## config.mk

```make
export PLATFORM = sky130hd
export DESIGN_NAME = gsm_mac_sequencer
export DESIGN_NICKNAME = d
export VERILOG_FILES = /design/src/rtl/gsm_filt_pkg.sv /design/src/rtl/gsm_strobe_delay.sv /design/src/rtl/gsm_mac_sequencer.sv
export SDC_FILE = /design/constraint.sdc
export NUM_CORES = 1
export LEC_CHECK = 0
export BUFFER_PORTS_ARGS = -buffer_cell sky130_fd_sc_hd__buf_2
export CAP_MARGIN = 20
export CORE_AREA = 5 5 42 44
export DETAILED_ROUTE_END_ITERATION = 8
export DIE_AREA = 0 0 47 49
export PLACE_DENSITY_LB_ADDON = 0.2
export SLEW_MARGIN = 20
export SYNTH_ARGS = -nofsm -noshare
export SYNTH_HDL_FRONTEND = slang
export SYNTH_HIERARCHICAL = 1
export SYNTH_SLANG_ARGS = --single-unit
```

## constraint.sdc

```tcl
create_clock -name sys_clk -period 1.2 [get_ports sys_clk]
set_input_delay 0.06 -clock sys_clk [delete_from_list [all_inputs] [get_ports sys_clk]]
set_output_delay 0.06 -clock sys_clk [all_outputs]
set_load 0.005 [all_outputs]
```

## src/rtl/gsm_filt_pkg.sv

```systemverilog
// gsm_filt_pkg
// Shared definitions for the folded 51-tap GSM FIR: default frame geometry,
// the sequencer FSM state encoding and the fixed-point operand formats
// used by the datapath.
package gsm_filt_pkg;

    // Default frame geometry: 13 shared multipliers cover 51 folded taps
    // in 4 phases.
    localparam int unsigned NPHASE_DEF  = 4;
    localparam int unsigned PH_W_DEF    = 2;
    localparam int unsigned MAC_LAT_DEF = 0;

    // Datapath fixed-point formats, written as <int bits>s<frac bits>.
    localparam int unsigned FMT_2S16_INT  = 2;
    localparam int unsigned FMT_2S16_FRAC = 16;
    localparam int unsigned FMT_2S16_W    = FMT_2S16_INT + FMT_2S16_FRAC;
    localparam int unsigned FMT_1S17_INT  = 1;
    localparam int unsigned FMT_1S17_FRAC = 17;
    localparam int unsigned FMT_1S17_W    = FMT_1S17_INT + FMT_1S17_FRAC;

    typedef enum logic {
        ST_IDLE = 1'b0,
        ST_RUN  = 1'b1
    } seq_state_t;

endpackage

```

## src/rtl/gsm_strobe_delay.sv

```systemverilog
// gsm_strobe_delay
// LAT-stage shift register for a bundle of strobes, cleared by an
// asynchronous active-low reset. With LAT=0 the input is passed straight
// through.
//   i_clk   : clock
//   i_rst_n : asynchronous active-low clear of all stages
//   i_d     : strobe bundle in
//   o_q     : strobe bundle delayed by LAT cycles
module gsm_strobe_delay
    import gsm_filt_pkg::*;
#(
    parameter int unsigned LAT   = 0,
    parameter int unsigned WIDTH = 1
)(
    input  logic             i_clk,
    input  logic             i_rst_n,
    input  logic [WIDTH-1:0] i_d,
    output logic [WIDTH-1:0] o_q
);

    generate
        if (LAT == 0) begin : g_bypass
            // Clock and reset are not needed on the bypass path.
            logic w_unused;
            assign w_unused = &{1'b0, i_clk, i_rst_n};
            assign o_q      = i_d;
        end else begin : g_shift
            logic [WIDTH-1:0] r_stage [LAT];

            always_ff @(posedge i_clk or negedge i_rst_n) begin
                if (!i_rst_n) begin
                    for (int unsigned i = 0; i < LAT; i++) begin
                        r_stage[i] <= '0;
                    end
                end else begin
                    r_stage[0] <= i_d;
                    for (int unsigned i = 1; i < LAT; i++) begin
                        r_stage[i] <= r_stage[i-1];
                    end
                end
            end

            assign o_q = r_stage[LAT-1];
        end
    endgenerate

endmodule

```

## src/rtl/gsm_mac_sequencer.sv

```systemverilog
// gsm_mac_sequencer
// Control sequencer for the time-shared symmetric GSM FIR datapath. Each
// sam_clk_en pulse launches a frame of NPHASE phases; the sequencer drives
// the multiplier phase select, the accumulator clear/enable aligned to the
// MAC latency, and the output register load strobe. Coefficient bank swaps
// are applied only at frame starts; dropped sample strobes set overrun.
//   sys_clk       : system clock
//   reset         : asynchronous active-low reset
//   sam_clk_en    : one-cycle sample strobe, starts a frame
//   coef_swap_req : level request to toggle the coefficient bank
//   ovr_clr       : clears the overrun flag
//   phase         : multiplier operand / coefficient select
//   mac_valid     : phase is a valid frame phase
//   acc_clr       : accumulator loads instead of adding
//   acc_en        : accumulator updates
//   y_load        : output register captures the accumulator
//   coef_bank     : active coefficient bank
//   coef_swap_ack : one-cycle pulse when the bank toggles
//   busy          : frame in progress
//   overrun       : sticky, a sam_clk_en was dropped
module gsm_mac_sequencer
    import gsm_filt_pkg::*;
#(
    parameter int unsigned NPHASE  = NPHASE_DEF,
    parameter int unsigned PH_W    = PH_W_DEF,
    parameter int unsigned MAC_LAT = MAC_LAT_DEF
)(
    input  logic            sys_clk,
    input  logic            reset,
    input  logic            sam_clk_en,
    input  logic            coef_swap_req,
    input  logic            ovr_clr,
    output logic [PH_W-1:0] phase,
    output logic            mac_valid,
    output logic            acc_clr,
    output logic            acc_en,
    output logic            y_load,
    output logic            coef_bank,
    output logic            coef_swap_ack,
    output logic            busy,
    output logic            overrun
);

    localparam logic [PH_W-1:0] PH_LAST = PH_W'(NPHASE - 1);

    seq_state_t      r_state;
    seq_state_t      w_state_nxt;
    logic [PH_W-1:0] r_phase;
    logic [PH_W-1:0] w_phase_nxt;
    logic            r_bank;
    logic            w_bank_nxt;
    logic            r_ack;
    logic            w_ack_nxt;
    logic            r_ovr;
    logic            w_ovr_nxt;
    logic            r_yload;

    logic            w_run;
    logic            w_last;
    logic            w_start;
    logic [2:0]      w_dly_in;
    logic [2:0]      w_dly_out;

    assign w_run   = (r_state == ST_RUN);
    assign w_last  = w_run && (r_phase == PH_LAST);
    // A new frame may start from IDLE or seamlessly from the last phase.
    assign w_start = sam_clk_en && (!w_run || w_last);

    always_ff @(posedge sys_clk or negedge reset) begin
        if (!reset) begin
            r_state <= ST_IDLE;
            r_phase <= '0;
            r_bank  <= 1'b0;
            r_ack   <= 1'b0;
            r_ovr   <= 1'b0;
        end else begin
            r_state <= w_state_nxt;
            r_phase <= w_phase_nxt;
            r_bank  <= w_bank_nxt;
            r_ack   <= w_ack_nxt;
            r_ovr   <= w_ovr_nxt;
        end
    end

    always_comb begin
        w_state_nxt = r_state;
        w_phase_nxt = r_phase;
        w_bank_nxt  = r_bank;
        w_ack_nxt   = 1'b0;
        w_ovr_nxt   = r_ovr && !ovr_clr;

        if (w_start) begin
            w_state_nxt = ST_RUN;
            w_phase_nxt = '0;
            // Bank changes only here, so it is stable across a whole frame.
            if (coef_swap_req) begin
                w_bank_nxt = !r_bank;
                w_ack_nxt  = 1'b1;
            end
        end else if (w_run) begin
            if (w_last) begin
                w_state_nxt = ST_IDLE;
            end else begin
                w_phase_nxt = r_phase + PH_W'(1);
            end
        end

        // A strobe mid-frame is dropped; setting takes priority over ovr_clr.
        if (sam_clk_en && w_run && !w_last) begin
            w_ovr_nxt = 1'b1;
        end
    end

    // Strobes travel the MAC pipeline together: {enable, clear, last phase}.
    assign w_dly_in = {w_run, w_run && (r_phase == '0), w_last};

    gsm_strobe_delay #(
        .LAT   (MAC_LAT),
        .WIDTH (3)
    ) u_strobe_delay (
        .i_clk   (sys_clk),
        .i_rst_n (reset),
        .i_d     (w_dly_in),
        .o_q     (w_dly_out)
    );

    // Load the output one cycle after the last product reaches the
    // accumulator; this may share an edge with the next frame's acc_clr.
    always_ff @(posedge sys_clk or negedge reset) begin
        if (!reset) begin
            r_yload <= 1'b0;
        end else begin
            r_yload <= w_dly_out[0];
        end
    end

    assign phase         = r_phase;
    assign mac_valid     = w_run;
    assign busy          = w_run;
    assign acc_en        = w_dly_out[2];
    assign acc_clr       = w_dly_out[1];
    assign y_load        = r_yload;
    assign coef_bank     = r_bank;
    assign coef_swap_ack = r_ack;
    assign overrun       = r_ovr;

endmodule

```

==> impl_metrics.yaml <==
clocking:
  cts_sinks: 7
  clock_latency_ns: 0.26
  cts_root_buffer: "clkbuf_4"
  cts_buffers: 3
  cts_tree: "yes"
  htree_levels: 1
  path_clk_slew_ns: 0.06
  clock_path_buffers: 2
drt:
  wl_per_cell_um: 10.7
  drcViolationCount: 0
  routed_via_density: 3.91
  num_vias: 262
  drt-total-wl_um: 718
  postRouteAntennaNets: 0
  drt-initial-drc-count: 2
  drt_pre_antenna_iters: 3
final_layout:
  layout_common_cells: "buf_2 (13), dfrtp_1 (7), buf_4 (6), nand2_1 (3), clkbuf_4 (3)"
  drive_gt1_frac: 0.667
  fillers: 144
  final_nets: 59
  area_growth_syn_to_layout_pct: 52.6
  n_antenna_cell: 0
  instances_no_fill: 67
  layout_commonest_cell: "buf_2"
floorplanning:
  rows: 14
  die_w_um: 47
  num_io_pins: 15
  floorplan.initialDensity: 0.239
  core_um2: 1400
  die_y_um: 49
  dieArea_um2: 2300
status:
  outcome: "completed"
power:
  p_leak_nw: 0.267
  power.density_nw_per_um2: 2630
  p_total_mw: 1.35
  ir_worst_vdd_uv: 1060
timing:
  max_slew.worst_pin.slew_ns: 0.203
  hold_viol_final: 0
  rsz0062_at_grt: "true"
  min_period_over_period: 0.979
  clock_skew_ns: 0.00792
  slew_headroom: 0.863
  timing.setup.tns_ns: 0
  min_period_ns: 1.17
  fmax_ghz: 0.851
  final_max_slew_viol_count: 0
  holdWs_ns: 0.0300
  setup_viol: 0
  worst_slack_ns: 0.0251
global_routing:
  track_usage: 0.0773
  grt_overflow: 0
  grt_pass1_wl_um: 1200
  grt_max_degree: 8
  antenna_found_initial: 0
  grt_pass1_vias: 302
worst_setup_path:
  rr_worst_depth: 5
  path_cells: "inv_2 > ha_4 > and2_4 > buf_6"
  required_ns: 1.14
  crit_path_end_kind: "output port"
  path_depth: 4
  cp_slowest_cell: "dfrtp_1"
  cp-start-kind: "flip-flop"
  slowest_delay_ns: 0.38
  crit_buf_inv: 2
  crit_fanout: 3
  critPathArrivalTime_ns: 1.11
  crit_type: "reg2out"
  crit_family: "flip-flops"
worst_hold_path:
  hold_class: "in2reg"
  hold_depth: 2
yosys:
  yosysWarnings: 6
  ys_seq_area_frac: 0.522
  synth_seq_cells: 7
  synth_area_um2: 335
  synthCells: 29
  syn-num-nets: 36
  ys_types: 13
  avgSynthCellArea_um2: 11.6
place:
  gp_congestion: 0.690
  pre_cts_slack_ns: 0.0455
  place_inst: 55
  io_buffer_count: 14
flow_run:
  max_cap_viol_count: 0
[state kept, by name, indices dropped and copies added (netlist names)]
| register | count |
|---|---|
| coef_bank | 1 |
| busy | 1 |
| coef_swap_ack | 1 |
| phase | 2 |
| overrun | 1 |
| y_load | 1 |
[synthesized netlist by cell type]
| master | count | area share |
|---|---|---|
| o21ai_2 | 1 | 0.026 |
| buf_4 | 4 | 0.090 |
| or2_4 | 1 | 0.026 |
| ha_1 | 2 | 0.075 |
| inv_1 | 3 | 0.034 |
| dfrtp_1 | 7 | 0.52 |
| nor2_4 | 1 | 0.034 |
| nor2b_4 | 1 | 0.041 |
| xor2_1 | 1 | 0.026 |
| nand2_1 | 4 | 0.045 |
| o21ai_0 | 1 | 0.015 |
| o31ai_1 | 1 | 0.022 |
| and2_2 | 2 | 0.045 |
[logic make-up (layout without fill, tap and decap cells)]
kind of cell / count (synthesis) / count (layout) / synth area share
adders and majority gates: 2 / 2 / 0.0746
xor gates and xnor gates: 1 / 1 / 0.0261
and+or+nand+nor: 9 / 9 / 0.190
DFF: 7 / 7 / 0.522
AOI/OAI and AO/OA: 3 / 3 / 0.0634
buffers and inverters: 7 / 29 / 0.123
[layout make-up]
type	instances	area [um^2]	area share
clock buffers	4	26.3	0.0513
inverters	3	11.3	0.0220
flip-flops and latches	7	175	0.342
multi-input cells	15	138	0.269
well taps	16	20.0	0.0391
repair buffers	22	141	0.276
[path summary, 6_finish.rpt]
kind	start	endpoint	slack, ns
setup / recovery	phase[1]	acc_clr	0.03
hold / removal	sam_clk_en	phase[1]	0.03
setup reg to reg	phase[1]	phase[1]	0.06
hold reg to reg	coef_bank	coef_bank	0.46
max in group asynchronous	reset	coef_bank	0.87
min in group asynchronous	reset	y_load	0.16
[power by group]
| part | internal, mW | total (mW) | leakage, nW | switching [mW] |
|---|---|---|---|---|
| registers | 0.333 | 0.400 | 0.0842 | 0.0669 |
| logic | 0.421 | 0.716 | 0.168 | 0.296 |
| clock network | 0.128 | 0.229 | 0.0150 | 0.101 |
[what timing repair did]
item                                    4_1_cts  5_1_grt
hold buffers                                  2        0
endpoints found under the hold margin         8        0
endpoints found under the setup margin        1        3
pin swaps                                     1        1
resized for setup                             4        4
buffers inserted                              7        0
[metrics by stage]
step                area, um^2   util
floorplan                  335      -
global placement           395  0.282
detailed placement         395  0.282
CTS                        498  0.355
global route               512  0.365
finish                     512  0.365
[per-layer routing]
layer	vias up	wire [um]	global-route usage
met3	2	67	0.0332
met1	117	290	0.0719
met2	12	332	0.120
li1	131	-	-
met5	-	0	0
met4	0	27	0.0691
Power figures use the tool's default switching activity.
